**config.mk**
```make
export PLATFORM = sky130hd
export DESIGN_NAME = i_keys_debounce4
export DESIGN_NICKNAME = d
export VERILOG_FILES = /design/src/rtl/i_keys_pkg.sv /design/src/rtl/i_keys_debounce4_line.sv /design/src/rtl/i_keys_debounce4.sv
export SDC_FILE = /design/constraint.sdc
export NUM_CORES = 1
export LEC_CHECK = 0
export CORE_MARGIN = 1.5
export CORE_UTILIZATION = 64
export CTS_BUF_LIST = sky130_fd_sc_hd__clkbuf_4 sky130_fd_sc_hd__clkbuf_8
export DETAILED_ROUTE_END_ITERATION = 12
export GPL_TIMING_DRIVEN = 0
export PLACE_DENSITY = 0.92
export SLEW_MARGIN = 20
export SYNTH_ARGS = -nofsm -noshare
export SYNTH_HDL_FRONTEND = slang
export SYNTH_SLANG_ARGS = --single-unit
```
**constraint.sdc**
```tcl
create_clock -name clk -period 6.8 [get_ports clk]
set_input_delay 0.68 -clock clk [delete_from_list [all_inputs] [get_ports clk]]
set_output_delay 0.68 -clock clk [all_outputs]
set_load 0.01 [all_outputs]
```
**src/rtl/i_keys_pkg.sv**
```systemverilog
// i_keys_pkg
// Shared definitions for the key debouncer front end of the inverted 4-to-2
// encoder:
//   - default parameter values
//   - the FSM state encoding
//   - a zero-count helper used to classify the debounced key vector
package i_keys_pkg;

  localparam int SIZE_DEF     = 2;
  localparam int DEBOUNCE_DEF = 4;
  localparam int CNT_W_DEF    = 16;

  // Widest key vector the zero-count helper handles.
  localparam int MAX_KEYS = 32;

  typedef enum logic [1:0] {
    IDLE  = 2'd0,
    PRESS = 2'd1,
    LOCK  = 2'd2
  } state_t;

  // Number of zero bits (pressed keys) in v.
  // Callers pad unused upper bits with ones so that those bits are not counted.
  function automatic int unsigned zero_count(input logic [MAX_KEYS-1:0] v);
    int unsigned n;
    n = 0;
    for (int i = 0; i < MAX_KEYS; i++) begin
      if (!v[i]) n++;
    end
    return n;
  endfunction

endpackage

```
**src/rtl/i_keys_debounce4_line.sv**
```systemverilog
// i_debounce_line
// One raw active-low button line:
//   - two-flop synchroniser
//   - per-line debounce counter
//   - stable level flop
// A new synchronised level is accepted only after it has differed from the
// stable level on DEBOUNCE consecutive comparisons. Any return to the stable
// level restarts the count.
// Ports:
//   clk      rising-edge clock
//   rst_n    asynchronous active-low reset
//   raw_n    raw, asynchronous button line (0 = pressed)
//   stable_n debounced level (0 = pressed)
module i_debounce_line
  import i_keys_pkg::*;
#(
  parameter int DEBOUNCE = DEBOUNCE_DEF,
  parameter int CNT_W    = CNT_W_DEF
) (
  input  logic clk,
  input  logic rst_n,
  input  logic raw_n,
  output logic stable_n
);

  localparam logic [CNT_W-1:0] CNT_LAST = CNT_W'(DEBOUNCE - 1);

  logic             sync1;
  logic             sync2;
  logic [CNT_W-1:0] cnt;

  always_ff @(posedge clk or negedge rst_n) begin
    if (!rst_n) begin
      sync1    <= 1'b1;
      sync2    <= 1'b1;
      stable_n <= 1'b1;
      cnt      <= '0;
    end else begin
      sync1 <= raw_n;
      sync2 <= sync1;
      if (sync2 == stable_n) begin
        cnt <= '0;
      end else if (cnt == CNT_LAST) begin
        stable_n <= sync2;
        cnt      <= '0;
      end else begin
        cnt <= cnt + CNT_W'(1);
      end
    end
  end

endmodule

```
**src/rtl/i_keys_debounce4.sv**
```systemverilog
// i_keys_debounce4
// Debounces 2**SIZE active-low push buttons and presents a clean one-hot
// active-low key vector to the downstream encoder. The vector is presented
// only while exactly one key is held; more than one key locks the output
// released until every key has been let go.
// Ports:
//   clk        rising-edge clock
//   rst_n      asynchronous active-low reset
//   keys_raw_n raw button lines (0 = pressed)
//   key_n      debounced one-hot active-low key, all ones when none is valid
//   key_valid  high while exactly one key is held and not locked
//   press_stb  one-cycle pulse when key_valid rises
//   multi_err  high while locked after a multi-key press
//
// state | meaning
// IDLE  | no key held, outputs released
// PRESS | exactly one key held, key_n presents it
// LOCK  | more than one key was seen, wait for full release
module i_keys_debounce4
  import i_keys_pkg::*;
#(
  parameter int SIZE     = SIZE_DEF,
  parameter int DEBOUNCE = DEBOUNCE_DEF,
  parameter int CNT_W    = CNT_W_DEF
) (
  input  logic                 clk,
  input  logic                 rst_n,
  input  logic [2**SIZE-1:0]   keys_raw_n,
  output logic [2**SIZE-1:0]   key_n,
  output logic                 key_valid,
  output logic                 press_stb,
  output logic                 multi_err
);

  localparam int NKEYS = 2**SIZE;

  logic [NKEYS-1:0] stable_n;

  for (genvar g = 0; g < NKEYS; g++) begin : g_line
    i_debounce_line #(
      .DEBOUNCE (DEBOUNCE),
      .CNT_W    (CNT_W)
    ) u_line (
      .clk      (clk),
      .rst_n    (rst_n),
      .raw_n    (keys_raw_n[g]),
      .stable_n (stable_n[g])
    );
  end

  state_t               state_q;
  state_t               state_d;
  logic [NKEYS-1:0]     key_n_d;
  logic                 key_valid_d;
  logic                 press_stb_d;
  logic                 multi_err_d;
  logic [MAX_KEYS-1:0]  stable_ext;
  int unsigned          zeros;

  always_comb begin
    stable_ext              = '1;
    stable_ext[NKEYS-1:0]   = stable_n;
    zeros                   = zero_count(stable_ext);
  end

  always_comb begin
    state_d     = state_q;
    key_n_d     = key_n;
    key_valid_d = key_valid;
    press_stb_d = 1'b0;
    multi_err_d = multi_err;
    case (state_q)
      IDLE: begin
        if (zeros == 1) begin
          state_d     = PRESS;
          key_n_d     = stable_n;
          key_valid_d = 1'b1;
          press_stb_d = 1'b1;
        end else if (zeros >= 2) begin
          state_d     = LOCK;
          multi_err_d = 1'b1;
        end
      end
      PRESS: begin
        if (zeros == 0) begin
          state_d     = IDLE;
          key_n_d     = '1;
          key_valid_d = 1'b0;
        end else if (zeros >= 2 || stable_n != key_n) begin
          // A different single key counts as a second press: the first
          // key was never observed released.
          state_d     = LOCK;
          key_n_d     = '1;
          key_valid_d = 1'b0;
          multi_err_d = 1'b1;
        end
      end
      LOCK: begin
        if (zeros == 0) begin
          state_d     = IDLE;
          multi_err_d = 1'b0;
        end
      end
      default: begin
        state_d     = IDLE;
        key_n_d     = '1;
        key_valid_d = 1'b0;
        multi_err_d = 1'b0;
      end
    endcase
  end

  always_ff @(posedge clk or negedge rst_n) begin
    if (!rst_n) begin
      state_q   <= IDLE;
      key_n     <= '1;
      key_valid <= 1'b0;
      press_stb <= 1'b0;
      multi_err <= 1'b0;
    end else begin
      state_q   <= state_d;
      key_n     <= key_n_d;
      key_valid <= key_valid_d;
      press_stb <= press_stb_d;
      multi_err <= multi_err_d;
    end
  end

endmodule

```
* Word-level counts from Yosys, hierarchy flattened
Index checks and enable logic that the tools add are counted.
Word-level totals: flip-flop bits (word level) 85, bits in latches 0, memory bits (writable) 0, ROM bits 0, input bits 6, output and inout bits 7, word-level logic and storage cells 98, memories 0
Cells by class: add/subtract/negate cells 7, multipliers 0, div/mod/pow operators 0, magnitude comparators 1, equal/unequal tests 20, shift operators 0, muxes and demuxes 34, bitwise logic cells 5, reduce and logical (&&, ||, !) cells 10
Operators by type and width (count):
- 16-bit two-way mux | 8
- 32-bit by 1-bit adder with 32-bit output, second input constant | 3
- 32-bit two-way mux | 3
- 16-bit by 1-bit adder with 16-bit output, second input constant | 4
- 16-bit by 2-bit == test with 1-bit output, second input constant | 4
- 32-bit by 1-bit == test with 1-bit output, second input constant | 1
- 32-bit by 2-bit >= comparator with 1-bit output, second input constant | 1
- 32-bit zero test | 1
- 4-bit two-way mux | 3
- 2-bit inequality test, second input constant | 6
- 4-bit one-hot mux with 3 select lines | 1
- 1-bit two-way mux | 11
- 2-bit two-way mux | 5
- 2-bit AND reduction | 4
- 3-bit inequality test, second input constant | 2
- 1-bit one-hot mux with 3 select lines | 2
- 2-bit one-hot mux with 3 select lines | 1
- 3-bit AND reduction | 2
- 1-bit inverter | 5
- 5-bit AND reduction | 1
- 1-bit == test | 4
- 4-bit inequality test | 1
- 2-bit by 1-bit == test with 1-bit output, second input constant | 1
- 2-bit == test, second input constant | 1
- 2 further kinds | 2

* Logic depth before layout (Yosys ltp)
word-level depth 12, depth in mapped cells 10, gate-level depth less buffers 10

* By module
A second synthesis with hierarchy kept.
Unflattened totals: cells, all modules 399, area total of the unflattened synthesis 4424.2 µm²
Modules (own cells, without submodules):
- i_debounce_line (g_line[0].u_line ...) | times used 3, cells an instance 86, area an instance 954.7 µm², sequential area each 479.2 µm²
- i_debounce_line (g_line[3].u_line) | times used 1, cells an instance 86, area an instance 978.4 µm², sequential area each 479.2 µm²
- i_keys_debounce4 | times used 1, cells an instance 55, area an instance 581.8 µm², sequential area each 230.2 µm²

* Least setup slack after synthesis
OpenSTA, ideal clock, no wires.
path type reg2reg, start point reg g_line[0].u_line.stable_n, end point reg key_n[0], library setup time 81 ps, arrival time 2527 ps, data required time 6719 ps, setup slack 4192 ps, stages on the path, launching flop included 10, buffers on the path 0, clock period less this slack 2608 ps, cells stage by stage dfstp_2 inv_1 ha_1 xnor2_2 ha_1 nor2b_1 a31oi_4 nand4_4 or3_4 a2bb2oi_1
On the way: cells in the longest elaborated chain, start to end 11, elaborated cells on any way between the ends 18, those cells by class add/sub: 3; order compare: 1; eq/ne: 4; mux: 7; reduce/logical: 3
Ends and longest elaborated chain:
- start, declared | line i_keys_debounce4_line.sv:23 | output logic stable_n
- start signal, assigned | line i_keys_debounce4_line.sv:44 | stable_n <= sync2;
- 1-bit two-way mux | line i_keys_pkg.sv:28 | if (!v[i]) n++;
- 32-bit by 1-bit adder with 32-bit output | line i_keys_pkg.sv:28
- 32-bit two-way mux | line i_keys_pkg.sv:28
- 32-bit by 1-bit adder with 32-bit output | line i_keys_pkg.sv:28
- 32-bit two-way mux | line i_keys_pkg.sv:28
- 32-bit by 1-bit adder with 32-bit output | line i_keys_pkg.sv:28
- 32-bit two-way mux | line i_keys_pkg.sv:28
- 32-bit by 2-bit >= comparator with 1-bit output | line i_keys_debounce4.sv:89 | end else if (zeros >= 2 || stable_n != key_n) begin
- 1-bit logical OR | line i_keys_debounce4.sv:89
- 3-bit inequality test (no source line)
- 3-bit AND reduction (no source line)
- end signal, assigned | line i_keys_debounce4.sv:122 | key_n <= key_n_d;
- end, declared | line i_keys_debounce4.sv:29 | output logic [2**SIZE-1:0] key_n,
Several ways; a longest one is shown, not always the timed one. The select of a mux whose other input is x is not followed. A chain may end at the register's enable or synchronous reset.

* Final worst setup path
start point reg g_line[0].u_line.stable_n, end point reg key_n[1]
The elaborated chain is that of the path after synthesis.

==> qor.yml <==
status: "finished, final reports clean"
cts_tree: "built"
layout.nets: 414
async_flop_share_pct: 100
cpPeakStageDelay_ns: 0.63
die_h_um: 82.6
r2r_cells: 9
grt_antenna_before_repair: 0
cts_sinks: 85
firstDrtPassIters: 4
r2r-start: "g_line[0].u_line.stable_n"
drt-total-wl_mm: 7.65
cts-root-buf: "clkbuf_8"
cts.hold.buffers_added: 0
synth-seq-cells: 85
maxCapViolations: 0
synth_top_family_by_area: "simple AND/OR/NAND/NOR gates"
avgSynthCellArea_sq_um: 10.7
critPathKind: "register to register"
drt_iter0_markers: 140
dpl.cell_count: 465
leakage_nw: 2.00
crit_family: "simple AND/OR/NAND/NOR gates"
whs_ns: 0.288
synthSimpleGateAreaFrac_pct: 23.3
finalCriticalPeriod_ns: 2.85
period_share_pct: 42.0
wl_per_cell_um: 15.9
netlist_area_sq_mm: 0.00405
synth_nets: 390
drive_above_1_share_pct: 11.3
final_cell_count_no_fill: 481
ios: 13
grt_max_degree: 48
fmax_mhz: 350
drtAntennaViolNets: 0
reg2reg_to: "key_n[1]"
crit_chain: "inv_1, ha_1, xnor2_2, ha_1, nor2b_1, a31oi_4, nand4_4, or3_4, a2bb2oi_1"
initial_core_util_pct: 67.2
syn-instance-count: 377
rrSetupSlack_ns: 3.95
setup_viol: 0
ir_drop_uv: 381
crit_path_frequent_cell: "ha_1"
cp.buffers_inverters: 1
power.density_mw_per_mm2: 371
crit_fanout: 8
path_depth: 9
cp-start-kind: "register"
cts_made_buffers: 9
synth_compound_area_share_pct: 3.65
grt_first_pass_wirelength_mm: 12.4
setup.worst_path.end_class: "register"
finClkSkew_ns: 0.0104
grt-ovfl-total: 0
via_per_inst: 6.05
holdCritPathClass: "input pin to async pin"
cpMaxStageDelayCell: "dfstp_2"
yosysWarnings: 0
slew_viol_final: 0
ys_seq_area_share_pct: 53.0
placementRows: 28
diodes: 0
cp.required_ns: 7.09
clock_tree.buffer_depth: 2
synthFlopType: "dfrtp_1"
synth_edf_count: 0
grt_pass1_vias: 2792
crit_arrival_ns: 3.15
synth_xor_area_share_pct: 14.4
grtUsageTotal_pct: 24.5
dieArea_sq_mm: 0.00681
hold_viol_final: 0
place_congestion: 0.856
io_buffers: 12
cts_resized: 0
syn_to_final_growth_pct: 12.0
clkLatencyLatePin_ns: 0.36
worstMarginPinSlew_ns: 0.516
power_w: 0.00168
post-cts-setup-buffers: 0
core_sq_mm: 0.00603
clk_pin_slew_ns: 0.09
vias: 2909
cts_htree_levels: 3
synthAdderAreaFrac_pct: 2.16
relSlewSlack_pct: 65.6
rsz0062_at_grt: "no"
hpwl_mm: 5.07
tns_ns: 0
synth_mux_area_share_pct: 1.85
synth_cell_types: 41
route.detailed.drc: 0
die_x_um: 82.6
finish.utilization_pct: 75.3
-- through the flow --
stage / setup slack (ns) / cell area (sq um)
after global placement: 2.22 / 4260
after detailed placement: 3.95 / 4290
final: 3.95 / 4540
after CTS: 3.93 / 4540
after global routing: 3.80 / 4540
after floorplan: 4.19 / 4050
-- worst max-delay path by stage --
stage / startpoint / slack, ns / to
after floorplan: g_line[0].u_line.stable_n / 4.19 / key_n[0]
after global placement: rst_n / 2.22 / g_line[1].u_line.cnt[12]
after detailed placement: g_line[0].u_line.stable_n / 3.95 / key_n[1]
after CTS: g_line[0].u_line.stable_n / 3.93 / key_n[1]
after global routing: g_line[0].u_line.stable_n / 3.80 / key_n[1]
final: g_line[0].u_line.stable_n / 3.95 / key_n[1]
-- final cells by class --
| type | count | area (sq um) |
|---|---|---|
| Fill cell | 375 | 1490 |
| Inverter | 6 | 22.5 |
| Multi-Input combinational cell | 277 | 1840 |
| Tap cell | 75 | 93.8 |
| Clock inverter | 7 | 123 |
| Timing Repair Buffer | 13 | 145 |
| Clock buffer | 9 | 124 |
| Sequential cell | 85 | 2150 |
| Buffer | 9 | 45.0 |
-- sequential cells by signal, indices dropped and copies added (netlist names) --
name / count
g_line.u_line.cnt: 64
g_line.u_line.stable_n: 4
g_line.u_line.sync1: 4
g_line.u_line.sync2: 4
key_n: 4
key_valid: 1
multi_err: 1
press_stb: 1
state_q: 2
-- power breakdown --
part	internal (W)	total, W	switching (W)
Sequential	0.000593	0.000671	0.0000786
Combinational	0.000255	0.000574	0.000319
Clock	0.000246	0.000438	0.000192
-- routing by layer --
| layer | share of wire, % | global-route usage [%] | up-vias |
|---|---|---|---|
| met5 | 0 | 0 | - |
| met4 | 2.5 | 10.7 | 0 |
| li1 | - | - | 1357 |
| met3 | 3.2 | 6.37 | 22 |
| met1 | 43 | 28.7 | 1463 |
| met2 | 51 | 42.4 | 67 |
-- synth_stat cells (all sizes together) (4+ instances only) --
cell type  instances  area, sq um
dfrtp             69         1730
nor2              58          218
xor2              47          412
nand3             23          115
nand2             20         75.1
nand4             18          128
xnor2             17          171
dfstp             16          420
nor4              13         81.3
and3              11         68.8
and4              10         87.6
o21ai              8         40.0
clkbuf             7         26.3
ha                 7         87.6
a21oi              6         30.0
inv                6         22.5
and2               5         31.3
or3                5         36.3
mux2               4         45.0
nor3               4         20.0
-- cell families after synthesis --
logic type | Yosys count
and+or+nand+nor | 177
DFF | 85
AOI/OAI and AO/OA | 22
buffers and inverters | 15
xor gates and xnor gates | 64
muxes | 7
adders and majority gates | 7
-- cells in the final DEF, fill, tap and decap left out, drive strengths merged, types with 4 or more instances in the layout --
cell,n
xnor2,17
dfrtp,69
and2,5
and3,11
nand3,23
mux2,4
buf,4
nor4,13
a21oi,6
dfstp,16
ha,7
nor3,4
nand2,20
inv,7
nor2,58
nand4,18
and4,10
clkbuf,16
xor2,47
clkdlybuf4s50,11
o21ai,8
or3,5
Power figures use the tool's default switching activity.
